### src/rtl/mul_pipe.sv
// mul_pipe: parametrised in-order pipelined integer multiplier.
// Valid/ready handshake with collapsing bubbles, flush and tag passthrough.
module mul_pipe #(
  parameter int XLEN  = 32,
  parameter int LAT   = 2,
  parameter int TAG_W = 5
) (
  input  logic             clk,
  input  logic             resetn,
  input  logic             flush,
  input  logic             in_valid,
  output logic             in_ready,
  input  logic [1:0]       in_op,
  input  logic [XLEN-1:0]  in_src1,
  input  logic [XLEN-1:0]  in_src2,
  input  logic [TAG_W-1:0] in_tag,
  output logic             out_valid,
  input  logic             out_ready,
  output logic [XLEN-1:0]  out_result,
  output logic [TAG_W-1:0] out_tag
);

  logic [LAT-1:0]    vld;
  logic [LAT-1:0]    adv;
  logic [XLEN-1:0]   res [LAT];
  logic [TAG_W-1:0]  tag [LAT];
  logic              free;
  logic              acc;

  logic              sx;
  logic              hi_sel;
  logic [2*XLEN-1:0] a_w;
  logic [2*XLEN-1:0] b_w;
  logic [2*XLEN-1:0] prod;
  logic [XLEN-1:0]   res_in;

  // Low 2*XLEN bits of the extended product are exact for both signednesses.
  always_comb begin
    sx     = (in_op == 2'b01);
    hi_sel = (in_op == 2'b01) || (in_op == 2'b10);
    a_w    = {{XLEN{sx & in_src1[XLEN-1]}}, in_src1};
    b_w    = {{XLEN{sx & in_src2[XLEN-1]}}, in_src2};
    prod   = a_w * b_w;
    res_in = hi_sel ? prod[2*XLEN-1:XLEN] : prod[XLEN-1:0];
  end

  // free: the stage below can take a new entry this cycle.
  always_comb begin
    adv  = '0;
    free = out_ready;
    for (int k = LAT-1; k >= 0; k--) begin
      adv[k] = vld[k] & free;
      free   = ~vld[k] | free;
    end
    in_ready = ~flush & free;
  end

  assign acc = in_valid & in_ready;

  for (genvar k = 0; k < LAT; k++) begin : g_st
    logic             v_q;
    logic [XLEN-1:0]  r_q;
    logic [TAG_W-1:0] t_q;
    logic             ld;
    logic [XLEN-1:0]  r_d;
    logic [TAG_W-1:0] t_d;

    if (k == 0) begin : g_in
      assign ld  = acc;
      assign r_d = res_in;
      assign t_d = in_tag;
    end else begin : g_mid
      assign ld  = adv[k-1];
      assign r_d = res[k-1];
      assign t_d = tag[k-1];
    end

    always_ff @(posedge clk or negedge resetn) begin
      if (!resetn) begin
        v_q <= 1'b0;
        r_q <= '0;
        t_q <= '0;
      end else if (flush) begin
        v_q <= 1'b0;
      end else if (ld) begin
        v_q <= 1'b1;
        r_q <= r_d;
        t_q <= t_d;
      end else if (adv[k]) begin
        v_q <= 1'b0;
      end
    end

    assign vld[k] = v_q;
    assign res[k] = r_q;
    assign tag[k] = t_q;
  end

  assign out_valid  = vld[LAT-1];
  assign out_result = res[LAT-1];
  assign out_tag    = tag[LAT-1];

endmodule
### config.mk
export PLATFORM = sky130hd
export DESIGN_NAME = mul_pipe
export DESIGN_NICKNAME = d
export VERILOG_FILES = /design/src/rtl/mul_pipe.sv
export SDC_FILE = /design/constraint.sdc
export NUM_CORES = 2
export LEC_CHECK = 0
export ABC_AREA = 1
export CAP_MARGIN = 20
export CELL_PAD_IN_SITES_DETAIL_PLACEMENT = 0
export CELL_PAD_IN_SITES_GLOBAL_PLACEMENT = 1
export CORE_UTILIZATION = 45
export DETAILED_ROUTE_END_ITERATION = 8
export PLACE_DENSITY_LB_ADDON = 0.1
export REMOVE_ABC_BUFFERS = 1
export SLEW_MARGIN = 40
export SYNTH_ARGS = -nofsm -noshare
export SYNTH_HDL_FRONTEND = slang
export SYNTH_SLANG_ARGS = --single-unit
export TNS_END_PERCENT = 10
### constraint.sdc
create_clock -name clk -period 4.4 [get_ports clk]
set_input_delay 0.88 -clock clk [delete_from_list [all_inputs] [get_ports clk]]
set_output_delay 0.88 -clock clk [all_outputs]
set_load 0.05 [all_outputs]
Word-level counts from Yosys, hierarchy flattened
Index checks and enable logic that the tools add are counted.
- multiplexer cells: 7
- multiply operators: 1
- equality and inequality tests: 2
- bitwise logic cells: 11
- reduce and logical (&&, ||, !) cells: 5
- operator list (cell ; number):
    33-bit by 33-bit multiplier with 64-bit output ; 1
    32-bit 2-to-1 mux ; 1
    1-bit AND ; 6
    1-bit 2-to-1 mux ; 6
    3-bit nonzero test ; 2
    2-bit AND reduction ; 2
    1-bit inverter ; 3
    2-bit by 1-bit equality test with 1-bit output (second input constant) ; 1
    2-bit equality test (second input constant) ; 1
    1-bit bitwise OR ; 2
    1-bit logical OR ; 1
- register bits after elaboration: 76
- logic and storage cells: 32
- output and inout bits: 39

Logic depth before layout (Yosys ltp)
- word-level depth: 7
- depth in mapped cells: 37

Worst setup path before layout
OpenSTA, ideal clock, no wires.
- path type: input port to flip-flop
- start: input port in_op[1]
- end: register g_st[0].r_q[31]
- path buffers: 1
- setup slack: -3.700 ns
- data arrival time: 8.023 ns
- stages on the path: 33
- cells stage by stage: inv_1 > ha_1 > nand2_1 > inv_1 > clkbuf_1 > nand2_1 > inv_1 > fa_1 > inv_1 > fa_1 > inv_1 > fa_1 > fa_1 > inv_1 > fa_1 > inv_1 > fa_1 > inv_1 > fa_1 > fa_1 > inv_1 > ha_1 > nand2_1 > nor2_1 > nand2_1 > nor2_1 > and3_1 > nand2_1 > nand2_1 > inv_1 > nand2_1 > nand3_1 > a21oi_1
- longest elaborated chain between the ends: 4
- elaborated cells between the ends (all ways): 7
- those cells by class: 1 x mul; 2 x eq/ne; 1 x mux; 2 x bitwise; 1 x reduce/logical
- RTL lines (item ; line ; text):
    from (decl) ; 13 ; input logic [1:0] in_op,
    2-bit by 1-bit equality test with 1-bit output ; 39, 40 ;
    1-bit AND, on equally long branches ; 41, 42 ;
    33-bit by 33-bit multiplier with 64-bit output ; 43 ; prod = a_w * b_w;
    32-bit 2-to-1 mux * ; 44 ; res_in = hi_sel ? prod[2*XLEN-1:XLEN] : prod[XLEN-1:0];
    to (signal assigned) ; 87 ; r_q <= r_d;
    to (decl) ; 62 ; logic [XLEN-1:0] r_q;
Every way passes the cells marked *; elsewhere a longest branch is shown, timed or not.
A chain may end at the register's enable or synchronous reset.

Final worst setup path
- start: input port in_op[1]
- end: register g_st[0].r_q[20]
Same word-level chain as after synthesis.

==> run_results.csv <==
group,metric,value,unit
status,status,"finished with violations",
status,violations,"negative setup slack",
yosys,post_synth_instance_area,43600,µm²
timing,setup_viol,32,
hold_path,hold_end,"out_tag[1]",
timing,relSlewSlack,43.6,%
drt,num_vias,35700,
yosys,synthTopCellsByArea,"fa_1 (52%), inv_1 (15%), nand2_1 (14%)",
floorplan,rows,113,
setup_path,arrival,7.83,ns
cts,clock_path_buffers,2,
global_route,grt_pass1_wl,217,mm
floorplan,initial_utilization,45.7,%
drt,drtIter0Drc,2249,
yosys,yosys.area.top_type,"fa_1",
cts,tritoncts,"yes",
setup_path,r2r_end,"out_result[7]",
placement,portBuffers,114,
setup_path,critical_path_buf_inv_count,14,
timing,final.setup.worst_slack,-3.16,ns
placement,postPlaceCellArea,50600,µm²
global_route,grt_pass1_vias,38000,
layout,postLayoutCoreUtil,56.1,%
yosys,async_reset_ff_share,100,%
yosys,synthTopCellsByCount,"inv_1 (1734), nand2_1 (1591), fa_1 (1125)",
layout,fin_area,53600,µm²
setup_path,reg2reg_slack,2.49,ns
timing,clock_skew,0.0116,ns
timing,timing.final.hold_violations,0,
cts,path_clk_slew,0.07,ns
floorplan,die_h,313,µm
yosys,yosys.area.top_type_share,51.6,%
cts,numCtsBuffers,9,
global_route,overflow,0,
hold_path,hold_path_class,"register to register",
yosys,synth-main-ff-cell,"dfrtp_1",
timing,drv_slew,0,
timing,fin_crit,7.56,ns
drt,via_per_inst,4.86,
global_route,grt_antenna_before_repair,13,
floorplan,die_w,313,µm
yosys,syn_inst,5599,
hold_path,hp-start,"out_tag[1]",
yosys,ys_types,39,
yosys,synth_edf_count,0,
cts,clkSinkCount,76,
cts,clock_latency,0.35,ns
timing,period_share,172,%
placement,hpwl,119,mm
placement,place_congestion,0.941,
setup_path,worstReg2RegStart,"out_valid",
timing,worst_pin_slew,0.845,ns
setup_path,worst_path_most_repeated_cell,"fa_1",
yosys,ys_ff_latch,76,
drt,drt_first_pass_iters,6,
cts,h-tree-depth,3,
setup_path,worstPathMaxFanout,5,
setup_path,end_kind,"register",
setup_path,crit_type,"input port to register",
layout,drive_gt1_share,17.1,%
timing,rsz0062_at_grt,"yes",
setup_path,required,4.67,ns
yosys,seq_area_frac_synth,4.36,%
timing,max_freq,132,MHz
cts,cts_hold_buf,0,
global_route,grt_usage,28.7,%
drt,drc,0,
job,cap_violations,0,
layout,layout.nets,7496,
setup_path,crit_slowest_cell,"fa_2",
setup_path,cp_slowest_stage_delay,0.61,ns
layout,syn2layout_area_growth,22.8,%
drt,ant_nets,0,
global_route,grt_max_degree,77,
floorplan,io_pins,115,
drt,wire_per_inst,19.8,µm
setup_path,ff2ff_path_depth,7,
hold_path,hold_path_depth,2,
yosys,yosys_warnings,0,
drt,totalWireLength,146,mm
floorplan,die_area,98200,µm²
floorplan,core,95600,µm²
setup_path,worstSetupStartpointType,"input port",
yosys,syn_avg_cell_area,7.80,µm²
setup_path,cp_top_family,"adder cells",
yosys,synth_most_common_cell,"inv_1",
cts,root_buffer,"clkbuf_16",
[per-layer routing]
metal  vias up  routed length [µm]  GRT usage [%]
li1      16400                   -              -
met1     18200               61800           38.7
met2       934               70700           51.2
met3       152                9180           1.35
met4         8                3940           6.18
met5         -                  50              0
[through the flow]
step                setup slack (ns)  setup TNS [ns]  hold slack [ns]  instances
floorplan                      -3.85         -110.41            0.445       5317
global route                   -3.46         -106.96            0.501       7352
finish                         -3.16          -98.45            0.484       7354
CTS                            -3.41         -106.65            0.487       7291
detailed placement             -4.44         -134.06            0.472       7268
global placement               -4.41         -132.02            0.466       7268
[sequential cells by signal (all words and copies together) (netlist names)]
| signal | count |
|---|---|
| g_st.v_q | 1 |
| g_st.t_q | 5 |
| g_st.r_q | 32 |
| out_tag | 5 |
| out_valid | 1 |
| out_result | 32 |
[area by class of cell]
cell class                 instances  area, µm²
clock buffer                       9        225
multi-input combinational       3503      35700
inverter                        1738       6550
clock inverter                     7       82.6
timing repair buffer             753       7540
fill                            9185      42000
sequential                        76       1900
tap                             1265       1580
timing repair inverter             1       6.26
antenna                            2       5.00
[logic make-up after synthesis]
family | after synthesis | synth area share, %
and+or+nand+nor | 1927 | 17.4
AOI/OAI and AO/OA | 223 | 2.81
xor gates and xnor gates | 8 | 0.161
buffers and inverters | 2020 | 17.4
DFF | 76 | 4.36
muxes | 7 | 0.181
adders and majority gates | 1338 | 57.7
[tightest hold or removal path, delay by kind of cell (launching register included)]
| kind | cells | cell delay, ns |
|---|---|---|
| AO/OA/AOI/OAI | 1 | 0.06 |
| flip-flops | 1 | 0.34 |
| AND/OR/NAND/NOR | 1 | 0.05 |
[placed cells by master, fill, tap and decap left out, types with 25 or more instances in the layout]
cell type	instances
ha_4	38
inv_2	32
clkdlybuf4s50_1	74
buf_4	503
nand3_1	77
dfrtp_1	76
nand2_1	1519
inv_1	1700
buf_12	85
buf_6	25
clkbuf_16	34
nor2_1	101
nor2_4	29
nand2_2	65
ha_1	173
nor2_2	47
o21ai_0	62
a21oi_1	54
a21oi_2	31
fa_1	1098
fa_2	27
[how the worst max path moves through the flow]
| stage | from | endpoint | slack, ns | cells past startpoint |
|---|---|---|---|---|
| 6_report | in_op[1] | g_st[0].r_q[20] | -3.16 | 34 |
| 5_1_grt | in_src1[19] | g_st[0].r_q[9] | -3.46 | 33 |
| 4_1_cts | in_op[1] | g_st[0].r_q[31] | -3.41 | 32 |
| 3_5_place_dp | in_op[1] | g_st[0].r_q[11] | -4.44 | 35 |
| 3_3_place_gp | in_op[1] | g_st[0].r_q[11] | -4.41 | 36 |
| 2_1_floorplan | in_op[1] | g_st[0].r_q[31] | -3.85 | 32 |
[timing repair]
item,CTS,global route
gates cloned,0,26
setup endpoints to repair,32,32
resized for setup,238,258
buffers inserted,7,36
pin swaps,57,95
Power is not shown: default switching activity piles up to over one toggle a cycle in this logic, so the estimate is an artifact.
